## config.mk

```make
export PLATFORM = sky130hd
export DESIGN_NAME = apb_master_bridge
export DESIGN_NICKNAME = d
export VERILOG_FILES = /design/src/rtl/apb_master_bridge.sv
export SDC_FILE = /design/constraint.sdc
export NUM_CORES = 1
export LEC_CHECK = 0
export ABC_AREA = 1
export CAP_MARGIN = 10
export CELL_PAD_IN_SITES_DETAIL_PLACEMENT = 1
export CELL_PAD_IN_SITES_GLOBAL_PLACEMENT = 2
export CORE_UTILIZATION = 21
export CTS_BUF_LIST = sky130_fd_sc_hd__clkbuf_4 sky130_fd_sc_hd__clkbuf_8 sky130_fd_sc_hd__clkbuf_16
export CTS_CLUSTER_DIAMETER = 60
export DETAILED_ROUTE_END_ITERATION = 8
export PLACE_DENSITY_LB_ADDON = 0.2
export SETUP_SLACK_MARGIN = 0.5
export SLEW_MARGIN = 40
export SYNTH_ARGS = -nofsm -noshare
export SYNTH_HDL_FRONTEND = slang
export SYNTH_SLANG_ARGS = --single-unit
export TNS_END_PERCENT = 1
```

## constraint.sdc

```tcl
create_clock -name pclk -period 1.9 [get_ports pclk]
set_clock_uncertainty 0.1 [all_clocks]
set_input_delay 0.38 -clock pclk [delete_from_list [all_inputs] [get_ports pclk]]
set_output_delay 0.38 -clock pclk [all_outputs]
set_load 0.02 [all_outputs]
```

## src/rtl/apb_master_bridge.sv

```systemverilog
// Host-command to APB master bridge: one outstanding transfer, SETUP/ACCESS
// sequencing, wait-state counting with optional timeout abort, held response.
module apb_master_bridge #(
  parameter int unsigned TIMEOUT = 16
) (
  input  logic        pclk,
  input  logic        presetn,
  input  logic        cmd_valid,
  output logic        cmd_ready,
  input  logic        cmd_write,
  input  logic [31:0] cmd_addr,
  input  logic [31:0] cmd_wdata,
  output logic        rsp_valid,
  input  logic        rsp_ready,
  output logic [31:0] rsp_rdata,
  output logic        rsp_err,
  output logic        rsp_timeout,
  output logic        psel,
  output logic        penable,
  output logic        pwrite,
  output logic [31:0] paddr,
  output logic [31:0] pwdata,
  input  logic        pready,
  input  logic [31:0] prdata,
  input  logic        pslverr,
  output logic [1:0]  dbg_state_o
);

  // Handshakes: cmd is taken on an edge where cmd_valid && cmd_ready; the
  // response is held until an edge where rsp_valid && rsp_ready.
  typedef enum logic [1:0] {S_IDLE, S_SETUP, S_ACCESS, S_RESP} state_t;

  localparam int unsigned CW    = (TIMEOUT > 255) ? $clog2(TIMEOUT + 1) : 8;
  localparam int unsigned TO_M1 = (TIMEOUT == 0) ? 0 : TIMEOUT - 1;
  localparam logic [CW-1:0] TO_LAST = TO_M1[CW-1:0];

  state_t        state_q, state_d;
  logic [CW-1:0] cnt_q, cnt_d;
  logic [31:0]   paddr_q, paddr_d, pwdata_q, pwdata_d, rdata_q, rdata_d;
  logic          pwrite_q, pwrite_d, err_q, err_d, tmo_q, tmo_d;

  always_comb begin
    state_d  = state_q;
    cnt_d    = cnt_q;
    paddr_d  = paddr_q;
    pwdata_d = pwdata_q;
    pwrite_d = pwrite_q;
    rdata_d  = rdata_q;
    err_d    = err_q;
    tmo_d    = tmo_q;
    case (state_q)
      S_IDLE: begin
        if (cmd_valid) begin
          paddr_d  = cmd_addr;
          pwdata_d = cmd_wdata;
          pwrite_d = cmd_write;
          state_d  = S_SETUP;
        end
      end
      S_SETUP: begin
        cnt_d   = '0;
        state_d = S_ACCESS;
      end
      S_ACCESS: begin
        if (pready) begin
          rdata_d = pwrite_q ? 32'h0 : prdata;
          err_d   = pslverr;
          tmo_d   = 1'b0;
          state_d = S_RESP;
        end else begin
          cnt_d = cnt_q + CW'(1);
          // This cycle is the TIMEOUT-th wait without pready: give up.
          if (TIMEOUT != 0 && cnt_q == TO_LAST) begin
            rdata_d = 32'h0;
            err_d   = 1'b1;
            tmo_d   = 1'b1;
            state_d = S_RESP;
          end
        end
      end
      S_RESP: begin
        if (rsp_ready) state_d = S_IDLE;
      end
      default: state_d = S_IDLE;
    endcase
  end

  always_ff @(posedge pclk) begin
    if (presetn) begin
      state_q  <= S_IDLE;
      cnt_q    <= '0;
      paddr_q  <= '0;
      pwdata_q <= '0;
      pwrite_q <= 1'b0;
      rdata_q  <= '0;
      err_q    <= 1'b0;
      tmo_q    <= 1'b0;
    end else begin
      state_q  <= state_d;
      cnt_q    <= cnt_d;
      paddr_q  <= paddr_d;
      pwdata_q <= pwdata_d;
      pwrite_q <= pwrite_d;
      rdata_q  <= rdata_d;
      err_q    <= err_d;
      tmo_q    <= tmo_d;
    end
  end

  assign cmd_ready   = (state_q == S_IDLE) && !presetn;
  assign psel        = (state_q == S_SETUP) || (state_q == S_ACCESS);
  assign penable     = (state_q == S_ACCESS);
  assign rsp_valid   = (state_q == S_RESP);
  assign paddr       = paddr_q;
  assign pwdata      = pwdata_q;
  assign pwrite      = pwrite_q;
  assign rsp_rdata   = rdata_q;
  assign rsp_err     = err_q;
  assign rsp_timeout = tmo_q;
  assign dbg_state_o = state_q;

endmodule

```

; Word level (Yosys, flattened, before mapping)
; Index checks and enable logic that the tools add are counted.
[totals]
inputBits = 103
ff_bits = 109
[op_classes]
eq_ne = 8
addsub = 1
mux = 13
reduce_logical = 10
[ops]
columns = operator, count
row1 = $mux 32, 3
row2 = $pmux 8 s2, 1
row3 = $add 8x1->8 const B, 1
row4 = $eq 8x4->1 const B, 1
row5 = $mux 2, 4
row6 = $mux 8, 1
row7 = $pmux 2 s4, 1
row8 = $reduce_and 2->1, 3
row9 = $eq 2x2->1 const B, 2
row10 = $ne 2x2->1 const B, 2
row11 = $reduce_bool 2->1, 2
row12 = $mux 1, 3
row13 = $ne 3x1->1 const B, 1
row14 = $reduce_and 3->1, 1
row15 = $eq 2x1->1 const B, 1
row16 = $logic_not 2->1, 1
row17 = $ne 2x1->1 const B, 1
row18 = $logic_and 1x1->1, 1
row19 = $logic_not 1->1, 1
row20 = $logic_or 1x1->1, 1

; Depth between registers and ports, before layout
; Gate-level depths: netlist of the first run.
[depth]
ltp_word = 4
mapped_depth = 10
depth_no_buf = 9

; Worst setup path before layout of the first run
; No wires, ideal clock.
[synth_timing]
kind = reg2reg
from = reg state_q[0], in the netlist dbg_state_o[0]
to = reg state_q[1], in the netlist dbg_state_o[1]
setup_slack_ns = 0.079
path_stages_with_launch = 10
required_ns = 1.687
arrival_time_ns = 1.608
path_cell_list = dfxtp_1 inv_1 ha_1 buf_2 nand2_1 inv_1 o21ai_0 nand2_1 nor2_1 nor2_1
[synth_between]
elab_chain_cells = 3
word_cells_on_any_way = 9
classes_between = 6 x eq/ne / 1 x mux / 2 x reduce/logical
[synth_rtl]
columns = element, line_no
row1 = "start, declared", 37  ; state_t state_q, state_d;
row2 = "start signal, assigned", 99  ; state_q <= state_d;
row3 = $eq 2x2->1 (*), --
row4 = named net penable, 19  ; output logic penable,
row5 = $ne 3x1->1 (no source line), --
row6 = $reduce_and 3->1 (no source line), --
; The timed path passes the listed nets; every way through them passes the cells marked *.
; A chain may end at the register's enable or synchronous reset.

; Worst setup path in the final report of the first run
[layout_timing]
from = reg state_q[1], in the netlist dbg_state_o[1]
to = out cmd_ready
[layout_between]
elab_chain_cells = 2
[layout_rtl]
columns = element, line_no
row1 = $logic_not 2->1, 110  ; assign cmd_ready = (state_q == S_IDLE) && !presetn;
row2 = $logic_and 1x1->1, 110
row3 = "end, declared", 9  ; output logic cmd_ready,
; No other way between the ends.

==> summary.log, run 1 <==
qor: global_route.first_global_vias 4663
qor: synth.synthArstFlopShare 0%
qor: finish.combined_area_of_the_multi_input_logic_cells 1970 um^2
qor: synth.synthesis.nets 698
qor: critical_path.worstSetupStartpointType flip-flop
qor: sta.timing.final.setup_violations 0
qor: die.floorplan.initialDensity 21.4%
qor: critical_path.critPathRequiredTime 1.42 ns
qor: synth.synth_top_cells_by_area dfxtp_1, nor2_1, o21ai_0, nand2_1, nand3_1
qor: synth.count_of_mapped_cells_out_of_synthesis 590
qor: synth.number_of_flops_mapped_to_enable_cells_by_yosys 0
qor: die.dieWidth 146 um
qor: finish.num_antenna_cells 0
qor: placed_design.place_inst 1044
qor: power.switching_share 39.7%
qor: critical_path.arrival 1.19 ns
qor: drt.wl 15700 um
qor: critical_path.critPathBufInv 3
qor: die.num_rows 52
qor: hold_path.min_delay_worst_endpoint rsp_err
qor: synth.yosysTopAreaCell dfxtp_1
qor: placed_design.port_buffer_count 207
qor: sta.pins_over_their_slew_limit 0
qor: global_route.globalRouteTotalUtil 14.7%
qor: die.dieHeight 146 um
qor: clocking.cts_hold_buffers 0
qor: status.run_status completed
qor: critical_path.crit_path_max_incr_delay 0.38 ns
qor: synth.top_post_synthesis_cells_by_count nor2_1, dfxtp_1, nand2_1
qor: hold_path.worstHoldStart rsp_err
qor: critical_path.cp-end-kind output pin
qor: die.boundaryPins 208
qor: critical_path.crit_type flip-flop to output pin
qor: synth.postSynthAreaPerCell 7.38 um^2
qor: flow_run.timing.max_cap.violations 0
qor: synth.ys_seq_area_share 50.1%
qor: critical_path.worstPathMaxFanout 4
qor: drt.drt-initial-drc-count 110
qor: critical_path.path_delay_family flip-flops
qor: clocking.clk-insertion-delay-late 0.35 ns
qor: finish.drive_above_1_share 9.92%
qor: sta.rsz0062_at_grt true
qor: clocking.cts_tree built
qor: drt.drt_drc_violations_left 0
qor: critical_path.critical_path.most_common_cell inv_4
qor: sta.fin_crit_sh 87.6%
qor: synth.synth_most_common_cell nor2_1
qor: power.combinationalPowerShare 43.1%
qor: drt.detailed_route_via_count 4588
qor: power.total_internal_power 5350 uW
qor: critical_path.critical-path-slowest-cell dfxtp_4
qor: synth.synth_top_cell_area_share 50.1%
qor: placed_design.place.detailed.hpwl 11000 um
qor: clocking.cts.reportedPaths.clkPinSlew 0.07 ns
qor: power.sequentialPowerShare 35.9%
qor: clocking.clock_tree.buffer_depth 2
qor: global_route.grt_total_ovfl 0
qor: critical_path.reg2reg_depth 9
qor: hold_path.timing.hold.worst_path_depth 2
qor: finish.final.fill_count 2487
qor: sta.fin_setup_tns 0 ns
qor: hold_path.hold_path_class flip-flop to flip-flop
qor: synth.ys_seq_elements 109
qor: sta.maximum_frequency_from_static_timing_analysis 601 MHz
qor: finish.register_area 2200 um^2
qor: finish.design.final.nets 899
qor: drt.wl_per_cell 14.7 um
qor: synth.synth_warnings 0
qor: synth.syn-cell-area 4350 um^2
qor: clocking.clk_root_buffer_cell clkbuf_16
qor: finish.post_layout_nonfiller_instances 1066
qor: power.switchingPower 3520 uW
qor: die.placeableCoreArea 20300 um^2
qor: global_route.antenna_found_initial 0
qor: power.report.power.total 8870 uW
qor: die.design.die.area 21300 um^2
qor: critical_path.reg2reg_from dbg_state_o[1]
qor: power.vdd_ir_drop_max 0.000412 V
qor: sta.min_period 1.67 ns
qor: critical_path.worst-r2r-setup-slack 0.27 ns
qor: critical_path.critical_path_cell_by_cell inv_4, ha_4, inv_4, nor2_4, buf_6
qor: global_route.largest_net_degree_at_the_start_of_global_routing 66
qor: sta.maxSlewHeadroom 74.7%
qor: power.power_leakage 0.00316 uW
qor: sta.whs 0.360 ns
qor: drt.antenna_violating_nets_post_route 0
qor: placed_design.routabilityCongestion 0.748
qor: clocking.cts_num_sinks 109
qor: drt.firstDrtPassIters 4
qor: critical_path.timing.rr.end pwdata[5]
qor: power.pwr_density_cell 1250 nW/um^2
qor: power.clkPwrFrac 20.9%
qor: clocking.numCtsBuffers 9
qor: clocking.cts_htree_levels 3
qor: sta.final-hold-violation-count 0
qor: sta.timing_worst_slew_pin_value 0.379 ns
qor: drt.drt_via_density 4.30
qor: global_route.wire_length_of_the_first_global_routing_pass 24900 um
qor: synth.ys.flop_type dfxtp_1
qor: finish.syn_to_final_growth 63.5%
qor: synth.post_synth_num_cell_types 21
[cell families after synthesis]
logic type	count (synthesis)	synth area share, %
buffers and inverters	58	6.52
DFF	109	50.1
adders and majority gates	5	1.44
and+or+nand+nor	299	27.0
AOI/OAI and AO/OA	119	14.9
[timing repair]
item | CTS | global route
gates resized for setup | 127 | 15
setup buffers | 4 | 1
setup endpoints to repair | 214 | 214
pin swaps | 1 | 4
cloned | 0 | 1
[metrics by stage]
stage	util (%)	area [um^2]	setup slack, ns
after global placement	33.6	6820	-0.113
after CTS	34.7	7030	0.222
after detailed placement	33.6	6820	-0.126
after floorplan	-	4460	0.459
after global routing	35.1	7120	0.168
final	35.1	7120	0.235
[layout by cell type (no fill, tap or decap)]
cell and n:
nand2_4 1, inv_6 2, ha_4 3, clkinv_2 2, buf_4 16, dfxtp_4 4
o21ai_0 69, a21oi_2 10, clkinv_4 2, buf_12 8, clkdlybuf4s50_1 102, nor2_4 2
a21oi_1 33, dfxtp_2 1, nand2_1 84, inv_4 3, o31ai_1 1, ha_1 2
buf_6 2, nor2_2 1, dlygate4sd2_1 101, o211ai_1 1, nand3_1 36, buf_8 1
a211oi_1 2, o22ai_1 1, nor2_1 172, clkbuf_8 1, nand2_2 2, dfxtp_1 104
o21ai_2 1, inv_2 3, nand3_4 1, buf_2 2, clkbuf_16 10, o21bai_4 1
inv_1 9
[metal layers]
metal | track usage [%] | share of wire [%] | up-vias
met1 | 17.4 | 43 | 2134
met3 | 6.52 | 9.8 | 13
met2 | 23.8 | 46 | 147
li1 | - | - | 2294
met5 | 0 | 0 | -
met4 | 4.53 | 1.2 | 0
[power by group through the flow]
stage               combinational (uW)  sequential [uW]  clock [uW]
detailed placement                4080             3250           0
finish                            3830             3180        1860
global route                      4210             3280        2050
global placement                  4010             3230           0
CTS                               3770             3190        1940
floorplan                         1540             3920           0
[worst max-delay path by stage]
| stage | endpoint | from | slack (ns) | cells after the start |
|---|---|---|---|---|
| 2_1_floorplan | rsp_rdata[10] | dbg_state_o[0] | 0.46 | 7 |
| 3_3_place_gp | cmd_ready | presetn | -0.11 | 3 |
| 3_5_place_dp | cmd_ready | presetn | -0.13 | 3 |
| 4_1_cts | cmd_ready | dbg_state_o[0] | 0.22 | 5 |
| 5_1_grt | dbg_state_o[1] | dbg_state_o[0] | 0.17 | 10 |
| 6_report | cmd_ready | dbg_state_o[1] | 0.23 | 5 |
[state kept, by name, summed over array words and instances, names as in the netlist]
name	cells
paddr	32
pwdata	32
dbg_state_o	2
rsp_rdata	32
rsp_err	1
cnt_q	8
pwrite	1
rsp_timeout	1
[cell type report]
type / count / share of cell area, %
Clock buffer: 10 / 3.36
Clock inverter: 6 / 0.633
Inverter: 15 / 0.897
Multi-Input combinational cell: 423 / 27.7
Sequential cell: 109 / 30.9
Tap cell: 270 / 4.75
Timing Repair Buffer: 233 / 31.7
[worst min-delay path, delay by kind of cell (launching register included)]
family	cells	cell delay [ns]
buffers and inverters	1	0.05
DFF	1	0.32
AOI/OAI and AO/OA	1	0.05
Note: power is estimated with default switching activity, not from simulation.
==> run 2, diff against run 1 <==
--- a/config.mk
+++ b/config.mk
@@ -6,7 +6,7 @@
 export NUM_CORES = 1
 export LEC_CHECK = 0
 export ABC_AREA = 1
-export CAP_MARGIN = 10
+export CAP_MARGIN = 40
 export CELL_PAD_IN_SITES_DETAIL_PLACEMENT = 1
 export CELL_PAD_IN_SITES_GLOBAL_PLACEMENT = 2
 export CORE_UTILIZATION = 21
==> constraint.sdc (replaced) <==
create_clock -name pclk -period 1.9 [get_ports pclk]
set_clock_uncertainty 0.1 [all_clocks]
set_input_delay 0.19 -clock pclk [delete_from_list [all_inputs] [get_ports pclk]]
set_output_delay 0.19 -clock pclk [all_outputs]
set_load 0.02 [all_outputs]
==> run 2 against run 1 <==
Count of clock-buffer cells in the layout is 3 higher; hold slack hardly changed; via count hardly changed; final cell count is 0.28% higher; clock power is 5% higher; sequential share of layout area is 0.66 points lower; routed wire length is 1.8% higher; first-iteration DRC count is 56% higher; global-route usage is 0.31 points higher; maximum frequency is 1.3% higher; non-clock buffer count is 2 higher; critical endpoint is now rsp_rdata[4].
==> summary.log, run 2 (same netlist as run 1, synthesis figures left out) <==
qor: status.run_status completed
qor: finish.finalInstanceArea 7260 um^2
qor: clocking.clk-insertion-delay-late 0.35 ns
qor: sta.pins_over_their_slew_limit 0
qor: global_route.grt_total_ovfl 0
qor: sta.timing_worst_slew_pin_value 0.346 ns
qor: drt.wl 16000 um
qor: drt.drt_via_density 4.29
qor: placed_design.port_buffer_count 207
qor: power.power_leakage 0.00280 uW
qor: die.dieHeight 146 um
qor: global_route.globalRouteTotalUtil 15.0%
qor: sta.rsz0062_at_grt true
qor: finish.layout.cells.most_common clkdlybuf4s50_1
qor: clocking.cts_num_sinks 109
qor: die.design.die.area 21300 um^2
qor: clocking.cts_hold_buffers 0
qor: power.vdd_ir_drop_max 0.000427 V
qor: critical_path.crit_path_max_incr_delay 0.63 ns
qor: finish.drive_above_1_share 9.76%
qor: finish.most_frequent_cells_in_the_layout clkdlybuf4s50_1, nor2_1, dfxtp_1
qor: placed_design.place_inst 1048
qor: finish.final.fill_count 2449
qor: sta.min_period 1.64 ns
qor: finish.post_layout_nonfiller_instances 1069
qor: placed_design.routabilityCongestion 0.753
qor: die.floorplan.initialDensity 21.4%
qor: critical_path.critPathRequiredTime 1.61 ns
qor: flow_run.timing.max_cap.violations 0
qor: finish.syn_to_final_growth 66.8%
qor: die.dieWidth 146 um
qor: global_route.antenna_found_initial 0
qor: finish.design.final.nets 902
qor: global_route.wire_length_of_the_first_global_routing_pass 25400 um
qor: drt.drt_drc_violations_left 0
qor: hold_path.hold_path_class flip-flop to flip-flop
qor: critical_path.arrival 1.35 ns
qor: drt.wl_per_cell 15.0 um
qor: clocking.numCtsBuffers 9
qor: power.pwr_density_cell 1270 nW/um^2
qor: die.num_rows 52
qor: finish.num_antenna_cells 0
qor: critical_path.path_delay_family buffers and inverters
qor: global_route.largest_net_degree_at_the_start_of_global_routing 62
qor: placed_design.place.detailed.hpwl 11300 um
qor: critical_path.worstSetupStartpointType flip-flop
qor: placed_design.placed_area 6840 um^2
qor: sta.maximum_frequency_from_static_timing_analysis 608 MHz
qor: clocking.cts_tree built
qor: power.report.power.total 9190 uW
qor: critical_path.crit_type flip-flop to output pin
qor: critical_path.worstPathMaxFanout 2
qor: critical_path.critPathBufInv 1
qor: sta.whs 0.361 ns
qor: sta.maxSlewHeadroom 77.0%
qor: critical_path.critical-path-slowest-cell clkdlybuf4s50_1
qor: clocking.clock_tree.buffer_depth 2
qor: critical_path.critical_path_cell_by_cell clkdlybuf4s50_1
qor: drt.antenna_violating_nets_post_route 0
qor: clocking.cts.reportedPaths.clkPinSlew 0.07 ns
qor: die.boundaryPins 208
qor: clocking.cts_htree_levels 3
qor: drt.detailed_route_via_count 4591
qor: drt.drt-initial-drc-count 172
qor: sta.timing.final.setup_violations 0
qor: sta.final-hold-violation-count 0
qor: die.placeableCoreArea 20300 um^2
qor: global_route.first_global_vias 4723
qor: sta.fin_crit_sh 86.5%
qor: clocking.clk_root_buffer_cell clkbuf_16
qor: drt.firstDrtPassIters 4
qor: critical_path.cp-end-kind output pin
## run 2: report_power, final
| part | total [uW] | switching [uW] | internal, uW |
|---|---|---|---|
| combinational | 4010 | 2220 | 1790 |
| clock | 1960 | 894 | 1070 |
| sequential | 3220 | 346 | 2870 |
## run 2: per-stage QoR
step | worst slack (ns) | utilization (%) | setup TNS, ns
6_report | 0.256 | 35.8 | 0
5_1_grt | 0.205 | 35.8 | 0
4_1_cts | 0.241 | 35.4 | 0
3_5_place_dp | -0.00896 | 33.7 | -0.0126
3_3_place_gp | 0.0864 | 33.7 | 0
2_1_floorplan | 0.478 | - | 0
## run 2: final timing paths
| kind | start | endpoint | slack, ns | cells after the start |
|---|---|---|---|---|
| max reg2reg | dbg_state_o[0] | paddr[6] | 0.36 | 7 |
| min | rsp_err | rsp_err | 0.36 | 2 |
| max | rsp_rdata[4] | rsp_rdata[4] | 0.26 | 1 |
| min reg2reg | rsp_err | rsp_err | 0.36 | 2 |
## run 2: metal layers
| layer | track usage (%) | vias to the layer above | part of all wire (%) |
|---|---|---|---|
| li1 | - | 2301 | - |
| met1 | 17.3 | 2136 | 42 |
| met2 | 24.2 | 140 | 46 |
| met3 | 6.90 | 14 | 11 |
| met4 | 5.57 | 0 | 1.6 |
| met5 | 0 | - | 0 |
## run 2: worst min-delay path: cells and delay by family, from the launching register on
kind | cells | cell delay [ns]
buf+inv | 1 | 0.05
compound gates | 1 | 0.05
flops | 1 | 0.31
## run 2: final cells by class
cell class	count	area [um^2]	share of cell area, %
flip-flops and latches	109	2190	30.2
well taps	270	338	4.65
repair buffers	235	2390	33.0
clock buffers	13	285	3.93
multi-input cells	424	1970	27.1
clock inverters	3	25.0	0.345
inverters	15	56.3	0.776
## run 2: repair_timing
| action | in CTS | in global routing |
|---|---|---|
| gates resized for setup | 18 | 7 |
| cloned | 1 | 0 |
| pin swaps | 1 | 1 |
| setup endpoints to repair | 204 | 212 |
| setup buffers | 1 | 3 |
==> run 3, diff against run 2 <==
--- a/config.mk
+++ b/config.mk
@@ -14,6 +14,7 @@
 export CTS_CLUSTER_DIAMETER = 60
 export DETAILED_ROUTE_END_ITERATION = 8
 export PLACE_DENSITY_LB_ADDON = 0.2
+export REMOVE_ABC_BUFFERS = 1
 export SETUP_SLACK_MARGIN = 0.5
 export SLEW_MARGIN = 40
 export SYNTH_ARGS = -nofsm -noshare
==> run 3 against run 2 <==
Combinational power grew 1%; first-iteration DRC count shrank 24%; sequential share of layout area is essentially flat; total power shrank 1.1%; global-route usage shrank 0.23 points; maximum frequency grew 0.58%; via count grew 0.41%; critical path type unchanged; critical endpoint is now rsp_rdata[6]; largest cell class unchanged.
==> summary.log, run 3 (same netlist as run 1, synthesis figures left out) <==
qor: status.run_status completed
qor: power.power_leakage 0.00281 uW
qor: critical_path.reg2reg_from cnt_q[0]
qor: sta.timing.final.setup_violations 0
qor: power.report.power.total 9090 uW
qor: drt.drt-initial-drc-count 131
qor: global_route.first_global_vias 4796
qor: finish.final_core_utilization 35.7%
qor: die.floorplan.initialDensity 21.4%
qor: placed_design.place.detailed.hpwl 10800 um
qor: drt.antenna_violating_nets_post_route 0
qor: hold_path.hold_path_class primary input to flip-flop
qor: global_route.largest_net_degree_at_the_start_of_global_routing 42
qor: finish.most_frequent_cells_in_the_layout clkdlybuf4s50_1, nor2_1, dfxtp_1
qor: die.dieWidth 146 um
qor: flow_run.timing.max_cap.violations 0
qor: finish.num_antenna_cells 0
qor: clocking.clk-insertion-delay-late 0.34 ns
qor: global_route.wire_length_of_the_first_global_routing_pass 25100 um
qor: drt.wl 15900 um
qor: hold_path.worstHoldStart cmd_wdata[21]
qor: finish.drive_above_1_share 8.68%
qor: power.vdd_ir_drop_max 0.000458 V
qor: critical_path.path_delay_family buffers and inverters
qor: sta.maxSlewHeadroom 76.7%
qor: critical_path.critPathBufInv 1
qor: drt.firstDrtPassIters 4
qor: critical_path.critical_path_cell_by_cell clkdlybuf4s50_1
qor: sta.min_period 1.63 ns
qor: critical_path.crit_path_start rsp_rdata[6]
qor: drt.drt_via_density 4.33
qor: clocking.clock_tree.buffer_depth 2
qor: drt.wl_per_cell 14.9 um
qor: clocking.cts_tree built
qor: critical_path.critPathRequiredTime 1.61 ns
qor: die.dieHeight 146 um
qor: drt.detailed_route_via_count 4610
qor: die.num_rows 52
qor: clocking.numCtsBuffers 9
qor: finish.syn_to_final_growth 66.7%
qor: clocking.cts_num_sinks 109
qor: finish.design.final.nets 898
qor: clocking.clk_root_buffer_cell clkbuf_16
qor: die.placeableCoreArea 20300 um^2
qor: critical_path.worstPathMaxFanout 2
qor: sta.fin_setup_tns 0 ns
qor: clocking.cts.reportedPaths.clkPinSlew 0.08 ns
qor: sta.fin_crit_sh 86.0%
qor: die.design.die.area 21300 um^2
qor: sta.final-hold-violation-count 0
qor: power.pwr_density_cell 1250 nW/um^2
qor: placed_design.port_buffer_count 207
qor: clocking.cts_hold_buffers 0
qor: sta.timing_worst_slew_pin_value 0.350 ns
qor: critical_path.crit_type flip-flop to output pin
qor: placed_design.placed_area 6770 um^2
qor: sta.rsz0062_at_grt true
qor: sta.maximum_frequency_from_static_timing_analysis 612 MHz
qor: global_route.grt_total_ovfl 0
qor: finish.layout.cells.most_common clkdlybuf4s50_1
qor: die.boundaryPins 208
qor: global_route.globalRouteTotalUtil 14.8%
qor: clocking.cts_htree_levels 3
qor: placed_design.routabilityCongestion 0.781
qor: drt.drt_drc_violations_left 0
qor: critical_path.crit_path_max_incr_delay 0.65 ns
qor: finish.finalInstanceArea 7260 um^2
qor: critical_path.arrival 1.34 ns
qor: critical_path.cp-end-kind output pin
qor: critical_path.worstSetupStartpointType flip-flop
qor: global_route.antenna_found_initial 0
qor: critical_path.critical-path-slowest-cell clkdlybuf4s50_1
qor: sta.pins_over_their_slew_limit 0
## run 3: worst paths after layout
| path | cells past startpoint | endpoint | slack, ns |
|---|---|---|---|
| setup / recovery | 1 | rsp_rdata[6] | 0.27 |
| setup reg to reg | 8 | rsp_rdata[8] | 0.30 |
| hold / removal | 3 | pwdata[21] | 0.36 |
| hold reg to reg | 2 | rsp_err | 0.36 |
## run 3: power by group
group          internal [uW]  switching, uW  total (uW)  leakage (uW)
registers               2860            311        3170      0.000897
clock network            957            910        1870      0.000137
logic                   1810           2240        4050       0.00177
## run 3: cell type report
class / count / area, um^2
clock buffer: 11 / 246
clock inverter: 5 / 43.8
fill: 2446 / 13000
inverter: 15 / 56.3
multi-input combinational: 423 / 1940
sequential: 109 / 2190
tap: 270 / 338
timing repair buffer: 232 / 2440
## run 3: per-stage QoR
| step | setup slack, ns | hold WS [ns] | std cells |
|---|---|---|---|
| final | 0.266 | 0.357 | 1065 |
| after global routing | 0.203 | 0.346 | 1065 |
| after CTS | 0.236 | 0.337 | 1061 |
| after detailed placement | 0.177 | 0.364 | 1041 |
| after global placement | 0.250 | 0.350 | 1041 |
| after floorplan | -1.31 | 0.159 | 547 |
## run 3: timing repair
action	CTS	global route
setup buffers	2	1
setup endpoints to repair	213	214
pin swaps	1	7
cloned	2	3
resized for setup	26	9
## run 3: per-layer routing
| layer | vias to the layer above | wire, um | track usage (%) |
|---|---|---|---|
| li1 | 2297 | - | - |
| met3 | 12 | 1790 | 7.12 |
| met5 | - | 0 | 0 |
| met1 | 2149 | 6710 | 17.1 |
| met2 | 152 | 7160 | 24.1 |
| met4 | 0 | 192 | 4.38 |
==> patch 1 (config.mk and constraints of run 1) <==
Change the parameter `TIMEOUT` from 16 to 32.
--- a/src/rtl/apb_master_bridge.sv
+++ b/src/rtl/apb_master_bridge.sv
@@ -3,3 +3,3 @@
 module apb_master_bridge #(
-  parameter int unsigned TIMEOUT = 16
+  parameter int unsigned TIMEOUT = 32
 ) (
Behaviour: same outputs for any inputs over 4 cycles, from zero or initial values and one cycle with presetn high; that may be too few to reach the edited logic, so the function may still have changed.
==> patch 1 against run 1 <==
  * Largest cell class unchanged
  * Routed wire length decreased by 0.39%
  * Via count is 0.11% higher
  * Worst setup slack better by 0.0047 ns
  * Sequential cell count stayed put
  * Synthesized area decreased by 0.60%
  * Total power is 2.1% lower
  * Cell area increased by 1.6%
==> patch 1: results (changes against run 1) <==
status=complete, no violations; Hold Path End=rsp_timeout; Leakage Power=3.28 nW (+3.8%); placer congestion estimate=0.718 (-3.9%); total track usage=14.9% (+0.23 points); worst setup path startpoint=dbg_state_o[0]; Worst Hold Slack=0.350 ns (-0.0108 ns); first-pass GRT wire length=25,300 um (+1.8%); R2R cell count=10 (+1); HPWL Detailed=10,800 um (-1.5%); synth top area cells=dfxtp_1 50%, nor2_1 14%, o21ai_0 8.2%; M3 GR Usage=5.74% (-0.78 points); Via Count=4,593 (+0.11%); Starting DRT DRC Count=123 (+12%); min-delay src=rsp_timeout; peak supply drop=0.537 mV (+30%); met2 usage=24.2% (+0.35 points); met1 Usage GRT=18.1% (+0.69 points); Seq/Total Area, Yosys=50.4% (+0.30 points); vias in the first global route=4,674 (+0.24%); Crit Path Max Fanout=2 (-2); met2 wire len=7110 um (-1.8%); share of flip-flops with an asynchronous set or reset=0% (unchanged); Setup WS pre-CTS=-0.156 ns (-0.0303 ns); DP Area=0.00681 sq mm (-0.22%); met1 wire length=6890 um (+2.3%); Worst R2R End=rsp_err; share of cells above drive strength 1=10.9% (+0.96 points); pin count of the biggest net entering global routing=55 (-17%); NumNets Final=894 (-0.56%); final WL=15,600 um (-0.39%)
patch 1: cell count changes in the layout (fill, tap and decap cells not counted), sizes merged, moves of 3 or more:
cell    before  now
buf         29   38
clkinv       4    1
inv         17   37
nand2       87   43
nand3       37   24
nand3b       0   15
nand4        0   18
nor2       175  166
nor3         0    3
patch 1: what timing repair did:
item | 4_1_cts | 5_1_grt
cloned | 2 | 0
resized for setup | 154 | 17
endpoints found under the setup margin | 214 | 214
setup buffers | 2 | 5
pin swaps | 3 | 2
patch 1: cells by family after synthesis:
logic type | Yosys count | share of synthesized area, %
AOI/OAI and AO/OA | 115 | 13.4
adders and majority gates | 6 | 1.74
and+or+nand+nor | 269 | 26.8
DFF | 109 | 50.4
buffers and inverters | 76 | 7.58
patch 1: through the flow:
stage | instances | power (mW)
2_1_floorplan | 575 | 5.09
5_1_grt | 1060 | 9.28
4_1_cts | 1055 | 8.75
6_report | 1060 | 8.68
3_5_place_dp | 1035 | 6.99
3_3_place_gp | 1035 | 6.92
patch 1: how the worst max path moves through the flow:
stage / endpoint / slack (ns) / cells past startpoint
detailed placement: cmd_ready / -0.16 / 3
global route: rsp_err / 0.20 / 9
finish: penable / 0.24 / 4
global placement: cmd_ready / -0.15 / 3
CTS: penable / 0.23 / 4
floorplan: rsp_rdata[20] / 0.49 / 7
patch 1: layout make-up:
cell class / instances / area [sq um]
clock inverter: 6 / 46.3
tap: 270 / 338
clock buffer: 10 / 233
timing repair buffer: 241 / 2370
inverter: 34 / 133
sequential: 109 / 2190
fill: 2404 / 13000
multi-input combinational: 390 / 1920
patch 1: power by group:
part	internal, mW	switching (mW)
Clock	0.919	0.940
Sequential	2.83	0.260
Combinational	1.56	2.17
Total	5.31	3.37
==> patch 2 (config.mk and constraints of run 1) <==
Without the edit above. Reset style: asynchronous (`presetn`), changed in one clocked block.
--- a/src/rtl/apb_master_bridge.sv
+++ b/src/rtl/apb_master_bridge.sv
@@ -87,3 +87,3 @@
 
-  always_ff @(posedge pclk) begin
+  always_ff @(posedge pclk or posedge presetn) begin
     if (presetn) begin
Behaviour: differs if presetn is asserted again (counterexample within 4 cycles, from zero or initial values and one cycle with presetn high); with presetn held inactive, the same outputs for 4 cycles.
==> patch 2 against run 1 <==
  * Sequential share of layout area up 5.8 points
  * Sequential cell count unchanged
  * Total power up 35%
  * Clock power up 19%
  * Cell area up 4.4%
  * Routed wire length down 5.7%
  * Die area up 6.0%
  * Combinational power up 51%
  * Synthesized area up 6.0%
  * Worst setup slack worse by 0.076 ns
  * Critical path type unchanged
  * Largest power group unchanged
==> patch 2: results (changes against run 1) <==
status=complete, no violations; Via Count=3,800 (-17%); vias in the first global route=4,181 (-10%); share of flip-flops with an asynchronous set or reset=100% (+100 points); Worst Hold Slack=0.393 ns (+0.0330 ns); wire length on met3=1460 um (-4.6%); HPWL Detailed=10,500 um (-4.4%); Seq/Total Area, Yosys=59.1% (+9.0 points); Clk pwr share=18.6% (-2.3 points); sequential power share=32.8% (-3.1 points); final worst slack=0.158 ns (-0.0765 ns); Placed Cells=854 (-18%); Slew HR=78.2% (+3.4 points); Synth cell types=22 (+4.8%); share of cells above drive strength 1=24.4% (+14 points); first-pass GRT wire length=23,000 um (-7.5%); met1 Usage GRT=15.8% (-1.6 points); Worst EP arrival=1.26 ns (+0.07 ns); setup bufs post-CTS=2 (-2); placer congestion estimate=0.739 (-1.1%); R2R cell count=6 (-3); Starting DRT DRC Count=78 (-29%); met2 wire len=7040 um (-2.8%); met1 wire length=6120 um (-9.0%); Synth top cells by count=109 x dfrtp_1, 64 x mux2_2, 60 x nand2_1; min-delay src=rsp_rdata[13]
-- patch 2: cell types whose count changed after synthesis, sizes merged, moves of 8 or more --
cell | run 1 | this run
clkbuf | 19 | 9
nand4 | 0 | 33
nand3 | 37 | 45
dfrtp | 0 | 109
o21ai | 70 | 6
buf | 24 | 15
dfxtp | 109 | 0
nor2 | 175 | 11
mux2 | 0 | 64
a21oi | 43 | 3
nand2 | 87 | 62
-- patch 2: cells by family after synthesis --
family | after synthesis | synth area share [%]
fa+ha+maj | 5 | 1.36
compound gates | 10 | 1.14
simple gates | 153 | 18.2
flops | 109 | 59.1
buf+inv | 36 | 4.58
mux | 64 | 15.6
-- patch 2: final cells by class --
class                   count  area [sq um]
fillers                  2338         13900
flip-flops and latches    109          2730
repair buffers            229          2230
multi-input cells         232          1730
well taps                 275           344
clock buffers               9           225
clock inverters             7           120
inverters                  12          53.8
diodes                      1          2.50
-- patch 2: critical path, stage by stage, from the launching register on --
cell     delay (ns)
dfrtp_1        0.39
buf_4          0.16
ha_2           0.20
buf_4          0.17
